**src/rtl/run_pattern_pkg.sv**
```systemverilog
// rtl/run_pattern_pkg.sv - shared state encoding and default widths for the run pattern generator and detector
package run_pattern_pkg;

    localparam int LEN_W = 4;
    localparam int CNT_W = 8;

    typedef enum logic [1:0] {
        ST_IDLE = 2'd0,
        ST_RUN  = 2'd1,
        ST_DONE = 2'd2
    } state_t;

endpackage

```
**src/rtl/run_len_counter.sv**
```systemverilog
// rtl/run_len_counter.sv - in-run clock counter with length load, clear and terminal-count flag
module run_len_counter #(
    parameter int LEN_W = 4
) (
    input  logic             clock,
    input  logic             reset,
    input  logic             load,
    input  logic             clear,
    input  logic             inc,
    input  logic [LEN_W-1:0] len,
    output logic             tc
);

    logic [LEN_W-1:0] cnt_q, cnt_d;
    logic [LEN_W-1:0] last_q, last_d;

    // A zero length behaves as a one-clock run, so the terminal value is then 0.
    always_comb begin
        cnt_d  = cnt_q;
        last_d = last_q;
        if (load) begin
            cnt_d  = '0;
            last_d = (len == '0) ? '0 : len - LEN_W'(1);
        end else if (clear) begin
            cnt_d = '0;
        end else if (inc) begin
            cnt_d = cnt_q + LEN_W'(1);
        end
    end

    always_ff @(posedge clock or posedge reset) begin
        if (reset) begin
            cnt_q  <= '0;
            last_q <= '0;
        end else begin
            cnt_q  <= cnt_d;
            last_q <= last_d;
        end
    end

    assign tc = (cnt_q == last_q);

endmodule

```
**src/rtl/run_pattern_gen.sv**
```systemverilog
// rtl/run_pattern_gen.sv - alternating-level run pattern transmitter; optional mark output via RUN_PATTERN_MARK_EN
module run_pattern_gen #(
    parameter int   LEN_W      = run_pattern_pkg::LEN_W,
    parameter int   CNT_W      = run_pattern_pkg::CNT_W,
    parameter logic IDLE_LEVEL = 1'b1
) (
    input  logic             clock,
    input  logic             reset,
    input  logic             start,
    input  logic [LEN_W-1:0] run_len,
    input  logic [CNT_W-1:0] num_runs,
    output logic             x,
    output logic             busy,
    output logic             done
`ifdef RUN_PATTERN_MARK_EN
    ,
    output logic             mark
`endif
);

    import run_pattern_pkg::*;

    state_t           state_q, state_d;
    logic             level_q, level_d;
    logic [CNT_W-1:0] runs_q, runs_d;
    logic [CNT_W-1:0] num_runs_q, num_runs_d;
    logic             x_q, x_d;
    logic             busy_q, busy_d;
    logic             done_q, done_d;
    logic             cnt_load, cnt_clear, cnt_inc;
    logic             tc;
    logic [CNT_W-1:0] runs_inc;

    run_len_counter #(
        .LEN_W (LEN_W)
    ) u_run_len_counter (
        .clock (clock),
        .reset (reset),
        .load  (cnt_load),
        .clear (cnt_clear),
        .inc   (cnt_inc),
        .len   (run_len),
        .tc    (tc)
    );

    assign runs_inc = runs_q + CNT_W'(1);

    always_comb begin
        state_d    = state_q;
        level_d    = level_q;
        runs_d     = runs_q;
        num_runs_d = num_runs_q;
        cnt_load   = 1'b0;
        cnt_clear  = 1'b0;
        cnt_inc    = 1'b0;
        case (state_q)
            ST_IDLE: begin
                if (start) begin
                    cnt_load   = 1'b1;
                    num_runs_d = num_runs;
                    runs_d     = '0;
                    level_d    = 1'b0;
                    state_d    = (num_runs == '0) ? ST_DONE : ST_RUN;
                end
            end
            ST_RUN: begin
                if (tc) begin
                    cnt_clear = 1'b1;
                    level_d   = ~level_q;
                    runs_d    = runs_inc;
                    if (runs_inc == num_runs_q) begin
                        state_d = ST_DONE;
                    end
                end else begin
                    cnt_inc = 1'b1;
                end
            end
            ST_DONE: state_d = ST_IDLE;
            default: state_d = ST_IDLE;
        endcase
    end

    // Outputs are registered from the current state, so they trail the state by one clock.
    always_comb begin
        x_d    = (state_q == ST_RUN) ? level_q : IDLE_LEVEL;
        busy_d = (state_q != ST_IDLE);
        done_d = (state_q == ST_DONE);
    end

`ifdef RUN_PATTERN_MARK_EN
    logic mark_q, mark_d;

    always_comb begin
        mark_d = (state_q == ST_RUN) && tc;
    end

    always_ff @(posedge clock or posedge reset) begin
        if (reset) begin
            mark_q <= 1'b0;
        end else begin
            mark_q <= mark_d;
        end
    end

    assign mark = mark_q;
`endif

    always_ff @(posedge clock or posedge reset) begin
        if (reset) begin
            state_q    <= ST_IDLE;
            level_q    <= 1'b0;
            runs_q     <= '0;
            num_runs_q <= '0;
            x_q        <= IDLE_LEVEL;
            busy_q     <= 1'b0;
            done_q     <= 1'b0;
        end else begin
            state_q    <= state_d;
            level_q    <= level_d;
            runs_q     <= runs_d;
            num_runs_q <= num_runs_d;
            x_q        <= x_d;
            busy_q     <= busy_d;
            done_q     <= done_d;
        end
    end

    assign x    = x_q;
    assign busy = busy_q;
    assign done = done_q;

endmodule

```
**config.mk**
```make
export PLATFORM = sky130hd
export DESIGN_NAME = run_pattern_gen
export DESIGN_NICKNAME = d
export VERILOG_FILES = /design/src/rtl/run_pattern_pkg.sv /design/src/rtl/run_len_counter.sv /design/src/rtl/run_pattern_gen.sv
export SDC_FILE = /design/constraint.sdc
export NUM_CORES = 1
export LEC_CHECK = 0
export BUFFER_PORTS_ARGS = -buffer_cell sky130_fd_sc_hd__buf_2
export CORE_MARGIN = 3
export CORE_UTILIZATION = 51
export CTS_CLUSTER_DIAMETER = 60
export DETAILED_ROUTE_END_ITERATION = 8
export PLACE_DENSITY = 0.72
export SYNTH_ARGS = -nofsm -noshare
export SYNTH_HDL_FRONTEND = slang
export SYNTH_SLANG_ARGS = --single-unit
```
**constraint.sdc**
```tcl
create_clock -name clock -period 1.8 [get_ports clock]
set_input_delay 0.36 -clock clock [delete_from_list [all_inputs] [get_ports clock]]
set_output_delay 0.36 -clock clock [all_outputs]
set_load 0.05 [all_outputs]
```
## Word-level counts from Yosys, hierarchy flattened

Cells that the tools add are included.

| cells by class | value |
|---|---|
| multiplexer cells | 22 |
| $add $sub $neg | 3 |
| multiply operators | 0 |
| reduce and logical (&&, ||, !) cells | 9 |
| shift operators | 0 |
| eq/ne operators | 7 |
| bitwise logic cells | 1 |
| divide/modulo/power cells | 0 |
| magnitude comparators | 0 |

Operators by type and width:

| kind | number |
|---|---|
| two-way mux 4 bit | 4 |
| two-way mux 8 bit | 2 |
| one-hot mux 8 bit (2 select lines) | 1 |
| two-way mux 1 bit | 9 |
| adder 8 x 1 -> 8 bit (second input constant) | 1 |
| equality test 8 bit | 1 |
| logical NOT 8 bit | 1 |
| two-way mux 2 bit | 4 |
| != test 2 bit (second input constant) | 3 |
| AND reduction 3 bit | 2 |
| adder 4 x 1 -> 4 bit (second input constant) | 1 |
| equality test 4 bit | 1 |
| logical NOT 4 bit | 1 |
| one-hot mux 2 bit (2 select lines) | 1 |
| nonzero test 2 bit | 2 |
| subtractor 4 x 1 -> 4 bit (second input constant) | 1 |
| nonzero test 3 bit | 1 |
| equality test 2 x 1 -> 1 bit (second input constant) | 1 |
| equality test 2 bit (second input constant) | 1 |
| logical NOT 2 bit | 1 |
| one-hot mux 1 bit (2 select lines) | 1 |
| AND reduction 2 bit | 1 |
| inverter 1 bit | 1 |

| storage, ports and cells | value |
|---|---|
| ROM bits | 0 |
| memories | 0 |
| register bits | 30 |
| latch bits | 0 |
| bits of input ports | 15 |
| logic and storage cells | 51 |
| bits in writable memories | 0 |

## Longest topological paths before layout

Gate-level depths: netlist of the first run.

| depth | value |
|---|---|
| word-level depth | 6 |
| depth in mapped cells | 6 |

## Cells and area by module

From an unflattened synthesis of the first run, not the netlist that was laid out.

| unflattened totals | value |
|---|---|
| cell total of the unflattened synthesis | 166 |
| area, all modules | 1631.6 sq um |

By module, submodules not included:

| module | sequential area each (sq um) | area an instance (sq um) | cells each | times used |
|---|---|---|---|---|
| run_pattern_gen | 551.8 | 1206.2 | 125 | 1 |
| run_len_counter | 200.2 | 425.4 | 41 | 1 |

## Worst setup path after synthesis of the first run

No wires, ideal clock.

| timing path | value |
|---|---|
| path kind | register -> register |
| start | reg runs_q[0] |
| end | reg state_q[0] |
| path slack | 0.020 ns |
| data required time | 1.666 ns |
| path buffers | 0 |
| stages on the path, launching flop included | 7 |
| arrival | 1.647 ns |
| setup time | 0.134 ns |
| cell sequence | dfrtp_1 ha_1 nand3_2 or3_1 a32o_1 nor4_2 o21ai_0 |

| between the ends | value |
|---|---|
| word-level cells in the longest chain between the ends | 4 |

RTL lines:

| element | line | source |
|---|---|---|
| from (decl) | run_pattern_gen.sv:25 | `logic [CNT_W-1:0] runs_q, runs_d;` |
| from (signal assigned) | run_pattern_gen.sv:120 | `runs_q <= runs_d;` |
| adder 8 x 1 -> 8 bit | run_pattern_gen.sv:46 | `assign runs_inc = runs_q + CNT_W'(1);` |
| equality test 8 bit | run_pattern_gen.sv:71 | `if (runs_inc == num_runs_q) begin` |
| != test 2 bit (no line) | -- |  |
| AND reduction 3 bit (no line) | -- |  |
| to (signal assigned) | run_pattern_gen.sv:118 | `state_q <= state_d;` |
| to (decl) | run_pattern_gen.sv:23 | `state_t state_q, state_d;` |

Every way passes these cells.
A chain may end at the register's enable or synchronous reset.

## Worst setup path after layout of the first run

Same ends and word-level chain as after synthesis.

==> results.md, run 1 <==
- Via-to-Cell Ratio: 5.406
- Async set or reset register ratio after synthesis: 1.000
- FF+latch area: 752.0 um2
- Min Hold Slack: 89.27 ps
- Final critical-path share of the clock period: 1.003
- Starting Density: 0.5546
- Outcome: complete, but fails checks
- Vias: 1373
- RSZ-0062 raised after global routing: true
- VDD IR max: 0.5115 mV
- Post-DP HPWL: 2.454 mm
- Number of antenna violations at the first check in global routing: 0
- Placed cells: 241
- Final hold violations: 0
- FP Rows: 19
- Area of the multi-input gates: 853.3 um2
- Die W: 61.93 um
- Die height: 61.93 um
- Total Power: 1.136 mW
- Worst relative slew slack: 0.7063
- Placer congestion estimate: 0.9543
- Syn. warnings: 0
- H-tree depth: 2
- Final setup viols: 1
- Grt total ovfl: 0
- Yosys top cell by area: dfrtp_1
- EDFF count, synth: 0
- CTS root buffer: clkbuf_4
- Num CTS Buffers: 5
- Post-CTS Hold Fix Bufs: 0
- # clock sinks: 30
- Synth area leaders: dfrtp_1, nand2_1, xnor2_1
- Area Growth Syn to Fin: 22.43%
- FILL cells: 231
- Data arrival, critical path: 2010 ps
- Crit Path Class: register to register
- Failing checks: negative setup slack
- Setup crit start kind: register
- CTS tree: yes
- Mapped Cells: 174
- Worst setup EP type: register
- First-pass detailed-route iteration total: 4
- Post-Syn Area: 1595 um2
- Final Util: 0.6790
- Pleak: 0.9244 nW
- Avg Inst Size Synth: 9.168 um2
- Final min period: 1805 ps
- Final Cell Area: 1953 um2
- CP required: 2010 ps
- First-pass GRT wire length: 5.609 mm
- Wirelength, routed: 3.480 mm
- Max cap viols: 0
- Setup slack after layout: -4.892 ps
- Syn Nets: 191
- Clock slew at reported path FFs: 100 ps
- Core outline area: 2877 um2
- Clk_lat worst skew: 320 ps
- DR WL/cell: 13.70 um
- Die ar.: 3835 um2
- Hold crit path type: primary input to async pin
- Clock buffer depth: 2
- Layout Cells excl Fill: 254
- Fmax: 554.1 MHz
- Nets: 228
- PD cells: 581.4 nW/um2
- Post-DP Area: 1805 um2
- #FFs+latches synth: 30
- Synth unique cells: 44
- Count leader, synth: nand2_1
- Main flop type after synthesis: dfrtp_1
- Setup TNS: -4.892 ps
- Port Buffers: 17
- Register area share after synthesis: 0.4714
- Vias in the first global route: 1348
- Slew Viols, Final: 0
- Drt first-iter violations: 53
- Pin count of the biggest net entering global routing: 31
- Drc violations: 0
- Clock Skews: 3.701 ps
- Final ANT Viol Nets: 0
- Layout cells sized above 1: 0.2736
- Synth top area share: 0.4549
- Post-place setup slack: -27.73 ps
- Ant diodes: 0
- Ports: 18
- Worst slew pin tran: 439.7 ps
- Post-synth top cells: nand2_1, dfrtp_1, nor2_1
- Gr usage total: 0.2024
- CP Max Fanout: 3
[where the power goes]
| part | switching, mW | internal [mW] |
|---|---|---|
| Combinational | 0.0249 | 0.0157 |
| Sequential | 0 | 0.674 |
| Clock | 0.234 | 0.188 |
| Total | 0.259 | 0.877 |
[registers in the layout (all words and copies together) (netlist names)]
name                      count
num_runs_q                    8
runs_q                        8
u_run_len_counter.cnt_q       4
u_run_len_counter.last_q      4
state_q                       2
busy                          1
done                          1
level_q                       1
x                             1
[cell type report]
type,instances,area share
clock inverters,2,0.006406
multi-input cells,136,0.4369
inverters,3,0.005766
clock buffers,6,0.02627
well taps,42,0.02691
flip-flops and latches,30,0.3850
repair buffers,35,0.1127
[per-layer routing]
metal | share of wire | GRT usage | vias up
met5 | 0 | 0 | -
li1 | - | - | 683
met3 | 0.053 | 0.06405 | 6
met2 | 0.48 | 0.3184 | 40
met4 | 0.013 | 0.09394 | 0
met1 | 0.45 | 0.2539 | 644
[worst paths after layout]
kind                                   startpoint                        end  slack [ps]  cells after the start
max                         runs_q[0]$_DFFE_PP0P_     state_q[0]$_DFFE_PP0P_          -5                      6
max reg2reg                 runs_q[0]$_DFFE_PP0P_     state_q[0]$_DFFE_PP0P_          -5                      6
min reg2reg                state_q[0]$_DFFE_PP0P_             done$_DFF_PP0_         480                      1
max in group asynchronous                   reset                x$_DFF_PP1_        1410                      3
min                                         reset     state_q[0]$_DFFE_PP0P_          90                      3
min in group clock                    num_runs[5]  num_runs_q[5]$_DFFE_PP0P_         230                      3
[cell usage in the layout (no fill, tap or decap), types with 2 or more instances in the layout]
cell type / count
a21o_1: 2
a21oi_1: 4
a22o_1: 3
buf_2: 17
buf_4: 18
clkbuf_4: 5
dfrtp_1: 29
inv_1: 3
nand2_1: 38
nand2b_1: 3
nand3_1: 7
nor2_1: 10
nor2b_1: 3
nor3_1: 6
nor4_1: 2
o21ai_0: 9
o21ai_1: 5
o31ai_1: 2
or3_1: 2
xnor2_1: 8
xor2_1: 5
[timing repair]
item                       CTS  global route
pin swaps                    3             3
setup endpoints to repair    2             8
gates resized for setup      0            10
buffers inserted             3             2
[cell families after synthesis]
logic type | Yosys count | synth area share
AOI/OAI and AO/OA | 35 | 0.1498
xor gates and xnor gates | 13 | 0.07137
adders and majority gates | 2 | 0.01568
buffers and inverters | 8 | 0.02274
DFF | 30 | 0.4714
muxes | 1 | 0.006275
and+or+nand+nor | 85 | 0.2628
[worst max-delay path, cell delays in order, from the launching register on]
cell and delay [ps]:
dfrtp_1 410, ha_2 210, and2_2 210, o21ai_1 270
a31oi_4 130, nor4_4 340, o21ai_0 110
Power figures use the tool's default switching activity.
==> run 2: changes to the inputs <==
--- a/config.mk
+++ b/config.mk
@@ -11,6 +11,7 @@
 export CTS_CLUSTER_DIAMETER = 60
 export DETAILED_ROUTE_END_ITERATION = 8
 export PLACE_DENSITY = 0.72
+export REMOVE_ABC_BUFFERS = 1
 export SYNTH_ARGS = -nofsm -noshare
 export SYNTH_HDL_FRONTEND = slang
 export SYNTH_SLANG_ARGS = --single-unit
==> run 2 against run 1 <==
Net effect:
- the flow now finishes without violations
- sequential power barely moved
- routed wire length down 2.5%
- hold slack worse by 59 ps
- setup slack gained 15 ps
- critical path type unchanged
- largest cell class unchanged
- largest power group unchanged
==> results.md, run 2 (synthesized netlist as in run 1, its figures left out) <==
- CTS tree: yes
- Slew Viols, Final: 0
- Die height: 61.93 um
- CP required: 2040 ps
- First-pass GRT wire length: 5.630 mm
- Max cap viols: 0
- Port Buffers: 17
- Starting Density: 0.5546
- Most common cell after layout, fill and taps aside: nand2_1
- Total Power: 1.223 mW
- FF+latch area: 752.0 um2
- Data arrival, critical path: 2030 ps
- Drc violations: 0
- Clock slew at reported path FFs: 90 ps
- Grt total ovfl: 0
- FP Rows: 19
- Area Growth Syn to Fin: 22.43%
- DR WL/cell: 13.46 um
- Core outline area: 2877 um2
- Setup TNS: 0 ps
- Clock buffer depth: 2
- H-tree depth: 2
- Layout Cells excl Fill: 252
- Outcome: finished, final reports clean
- PD cells: 626.3 nW/um2
- Placed cells: 241
- Final hold violations: 0
- Drt first-iter violations: 49
- Gr usage total: 0.2055
- Nets: 226
- Placer congestion estimate: 0.8749
- Min Hold Slack: 30.10 ps
- Number of antenna violations at the first check in global routing: 0
- Post-DP HPWL: 2.489 mm
- Ant diodes: 0
- Area of the multi-input gates: 840.8 um2
- Final Cell Area: 1953 um2
- Final critical-path share of the clock period: 0.9942
- FILL cells: 246
- Hold crit path type: primary input to async pin
- Vias: 1379
- Reg2reg path depth: 5
- Pleak: 0.9310 nW
- Num CTS Buffers: 5
- Final min period: 1790 ps
- Fmax: 558.8 MHz
- Die ar.: 3835 um2
- Wirelength, routed: 3.392 mm
- Clk_lat worst skew: 340 ps
- CTS root buffer: clkbuf_4
- Die W: 61.93 um
- Final ANT Viol Nets: 0
- Final setup viols: 0
- Layout cells sized above 1: 0.2667
- Top flop regs: num_runs_q: 8 flops, runs_q: 8 flops
- Setup crit start kind: register
- Vias in the first global route: 1277
- Ports: 18
- Worst slew pin tran: 515.1 ps
- Worst relative slew slack: 0.6563
- Post-DP Area: 1818 um2
- Pin count of the biggest net entering global routing: 15
- VDD IR max: 0.4150 mV
- First-pass detailed-route iteration total: 4
- # clock sinks: 30
- Worst setup EP type: register
- Crit Path Class: register to register
- Via-to-Cell Ratio: 5.472
- Clock Skews: 4.453 ps
- Most frequent cells in the layout: nand2_1, dfrtp_1, buf_2, buf_4
- RSZ-0062 raised after global routing: true
- CP Max Fanout: 6
==> run 2: changes by cell type in the layout (fill, tap and decap cells not counted), sizes merged <==
cell | previous run | this run
buf | 35 | 33
clkbuf | 6 | 8
clkinv | 1 | 0
clkinvlp | 1 | 0
==> run 2: what timing repair did <==
item / 4_1_cts / 5_1_grt
buffers inserted: 1 / 2
pin swaps: 0 / 2
resized for setup: 0 / 7
hold buffers: 0 / 0
endpoints found under the setup margin: 2 / 8
==> run 2: through the flow <==
step,setup WS (ps),utilization
2_1_floorplan,19.37,-
3_3_place_gp,42.14,0.6320
3_5_place_dp,-8.735,0.6320
4_1_cts,-2.440,0.6620
5_1_grt,-61.08,0.6790
6_report,10.41,0.6790
==> run 2: area by class of cell <==
class / count / share of cell area
Multi-Input combinational cell: 136 / 0.4305
Sequential cell: 30 / 0.3850
Timing Repair Buffer: 33 / 0.1115
Clock buffer: 8 / 0.04036
Tap cell: 42 / 0.02691
Inverter: 3 / 0.005766
==> run 2: power by group <==
group | switching, mW | internal (mW)
combinational | 0.0260 | 0.0198
clock | 0.237 | 0.266
sequential | 0 | 0.673
total | 0.263 | 0.960
==> run 2: routing by layer <==
layer	track usage	routed length (um)	up-vias
met5	0	0	-
met4	0.09091	78	0
met3	0.06818	178	9
met2	0.3199	1582	36
met1	0.2596	1552	648
li1	-	-	686
==> run 2: worst max-delay path, stage by stage, from the launching register on <==
cell and delay (ps):
dfrtp_1 390, xor2_1 180, or4_4 570, o21ai_4 210, o21ai_1 90, a22o_1 240
==> run 2: worst paths after layout <==
path,slack (ps),end,startpoint
worst max-delay path,10,runs_q[5]$_DFFE_PP0P_,u_run_len_counter.last_q[0]$_DFFE_PP0P_
worst min-delay path,30,num_runs_q[5]$_DFFE_PP0P_,reset
worst max register to register,10,runs_q[5]$_DFFE_PP0P_,u_run_len_counter.last_q[0]$_DFFE_PP0P_
worst min register to register,470,done$_DFF_PP0_,state_q[0]$_DFFE_PP0P_
max in group asynchronous,1290,runs_q[3]$_DFFE_PP0P_,reset
min in group clock,210,num_runs_q[4]$_DFFE_PP0P_,num_runs[4]
==> run 3: changes to the inputs <==
--- a/config.mk
+++ b/config.mk
@@ -7,10 +7,10 @@
 export LEC_CHECK = 0
 export BUFFER_PORTS_ARGS = -buffer_cell sky130_fd_sc_hd__buf_2
 export CORE_MARGIN = 3
-export CORE_UTILIZATION = 51
+export CORE_UTILIZATION = 57
 export CTS_CLUSTER_DIAMETER = 60
 export DETAILED_ROUTE_END_ITERATION = 8
-export PLACE_DENSITY = 0.72
+export PLACE_DENSITY = 0.76
 export REMOVE_ABC_BUFFERS = 1
 export SYNTH_ARGS = -nofsm -noshare
 export SYNTH_HDL_FRONTEND = slang
==> constraint.sdc (replaced) <==
create_clock -name clock -period 2 [get_ports clock]
set_input_delay 0.4 -clock clock [delete_from_list [all_inputs] [get_ports clock]]
set_output_delay 0.4 -clock clock [all_outputs]
set_load 0.05 [all_outputs]
==> run 3 against run 2 <==
Net effect:
- register-to-register slack improved by 120 ps
- setup slack improved by 120 ps
- via count fell by 1.5%
- sequential share of layout area rose by 3.3 points
- core utilization rose by 2.3 points
- clock skew rose by 3.2 ps
- total power fell by 17%
- routed wire length fell by 7.0%
- critical endpoint is now runs_q[6]$_DFFE_PP0P_
- highest routed layer unchanged
==> results.md, run 3 (synthesized netlist as in run 1, its figures left out) <==
- Clock slew at reported path FFs: 90 ps
- Vias: 1358
- Drc violations: 0
- Pleak: 0.8597 nW
- Grt total ovfl: 0
- Final setup viols: 0
- Area Growth Syn to Fin: 12.94%
- # clock sinks: 30
- Worst setup EP type: register
- Ports: 18
- Die ar.: 3470 um2
- Layout cells sized above 1: 0.2050
- Min Hold Slack: 120.5 ps
- Setup crit start kind: register
- CTS root buffer: clkbuf_4
- Placed cells: 222
- Clock Skews: 7.629 ps
- RSZ-0062 raised after global routing: false
- Total Power: 1.013 mW
- Vias in the first global route: 1293
- Slew Viols, Final: 0
- Final Cell Area: 1802 um2
- Drt first-iter violations: 41
- Wirelength, routed: 3.156 mm
- CP peak stage delay: 580 ps
- CTS tree: yes
- Outcome: finished, final reports clean
- FF-to-FF setup slack: 130 ps
- Num CTS Buffers: 5
- Final ANT Viol Nets: 0
- Top flop regs: num_runs_q: 8 flops, runs_q: 8 flops
- FP Rows: 18
- Fmax: 535.0 MHz
- Clock buffer depth: 2
- Layout Cells excl Fill: 230
- CP required: 2220 ps
- Core outline area: 2567 um2
- Reg2reg path depth: 5
- DR WL/cell: 13.72 um
- Final critical-path share of the clock period: 0.9346
- First-pass GRT wire length: 5.547 mm
- CP max stage cell: or4_4
- H-tree depth: 2
- Gr usage total: 0.2132
- Final min period: 1869 ps
- VDD IR max: 0.6065 mV
- Most common cell after layout, fill and taps aside: nand2_1
- Worst R2R End: runs_q[6]$_DFFE_PP0P_
- Nets: 216
- Most frequent cells in the layout: nand2_1, dfrtp_1, buf_2, nor2_1, o21ai_0
- Crit Path Class: register to register
- Post-CTS Hold Fix Bufs: 0
- Setup TNS: 0 ps
- Port Buffers: 17
- Post-DP Area: 1738 um2
- Hold crit path type: primary input to async pin
- Data arrival, critical path: 2090 ps
- PD cells: 562.4 nW/um2
- Starting Density: 0.6213
- Ant diodes: 0
- Worst slew pin tran: 450.3 ps
- CP Max Fanout: 6
- Critical R2R Launch: u_run_len_counter.cnt_q[0]$_DFFE_PP0P_
- Max cap viols: 0
- Pin count of the biggest net entering global routing: 31
- Worst relative slew slack: 0.6991
- Number of antenna violations at the first check in global routing: 0
- CP Cell Sequence: xor2_1 -> or4_4 -> o21ai_4 -> o21ai_1 -> a22o_1
- First-pass detailed-route iteration total: 4
- Die W: 58.91 um
- Final hold violations: 0
- Post-DP HPWL: 2.342 mm
- Clk_lat worst skew: 330 ps
- Via-to-Cell Ratio: 5.904
- Placer congestion estimate: 0.8604
- Die height: 58.91 um
run 3: worst max path at each step:
stage                             endpoint  slack (ps)                                    from
finish               runs_q[6]$_DFFE_PP0P_         130  u_run_len_counter.cnt_q[0]$_DFFE_PP0P_
global route        state_q[0]$_DFFE_PP0P_          20                   runs_q[0]$_DFFE_PP0P_
CTS                 state_q[1]$_DFFE_PP0P_          90                   runs_q[0]$_DFFE_PP0P_
detailed placement  state_q[0]$_DFFE_PP0P_         110                   runs_q[0]$_DFFE_PP0P_
global placement     runs_q[6]$_DFFE_PP0P_         190  u_run_len_counter.cnt_q[0]$_DFFE_PP0P_
floorplan           state_q[0]$_DFFE_PP0P_         220                   runs_q[0]$_DFFE_PP0P_
run 3: critical path, delay by kind of cell, from the launching register on:
family                    cells  cell delay (ps)
and+or+nand+nor               1              580
AOI/OAI and AO/OA             3              540
xor gates and xnor gates      1              190
DFF                           1              440
run 3: layout make-up:
cell class                      count  area (um2)
Multi-Input combinational cell    136       809.5
Tap cell                           30       37.54
Fill cell                         228       765.7
Timing Repair Buffer               23       130.1
Inverter                            3       11.26
Sequential cell                    30       753.2
Clock buffer                        7       55.05
Clock inverter                      1       5.005
run 3: timing repair:
action	4_1_cts	5_1_grt
setup buffers	0	0
gates resized for setup	0	2
endpoints found under the setup margin	0	2
run 3: power by group:
part	switching, mW	internal, mW
logic	0.0226	0.0141
clock network	0.200	0.170
registers	0	0.606
run 3: stage by stage:
stage	setup WS (ps)	util
2_1_floorplan	219.4	-
6_report	130.8	0.7018
4_1_cts	87.60	0.7003
3_3_place_gp	192.3	0.6769
3_5_place_dp	112.4	0.6769
5_1_grt	16.59	0.7018
run 3: metal layers:
| metal | wire length (um) | GRT usage | part of all wire | vias to the layer above |
|---|---|---|---|---|
| li1 | - | - | - | 660 |
| met1 | 1459 | 0.2695 | 0.46 | 652 |
| met2 | 1453 | 0.3407 | 0.46 | 40 |
| met3 | 192 | 0.06360 | 0.061 | 6 |
| met4 | 51 | 0.08738 | 0.016 | 0 |
| met5 | 0 | 0 | 0 | - |
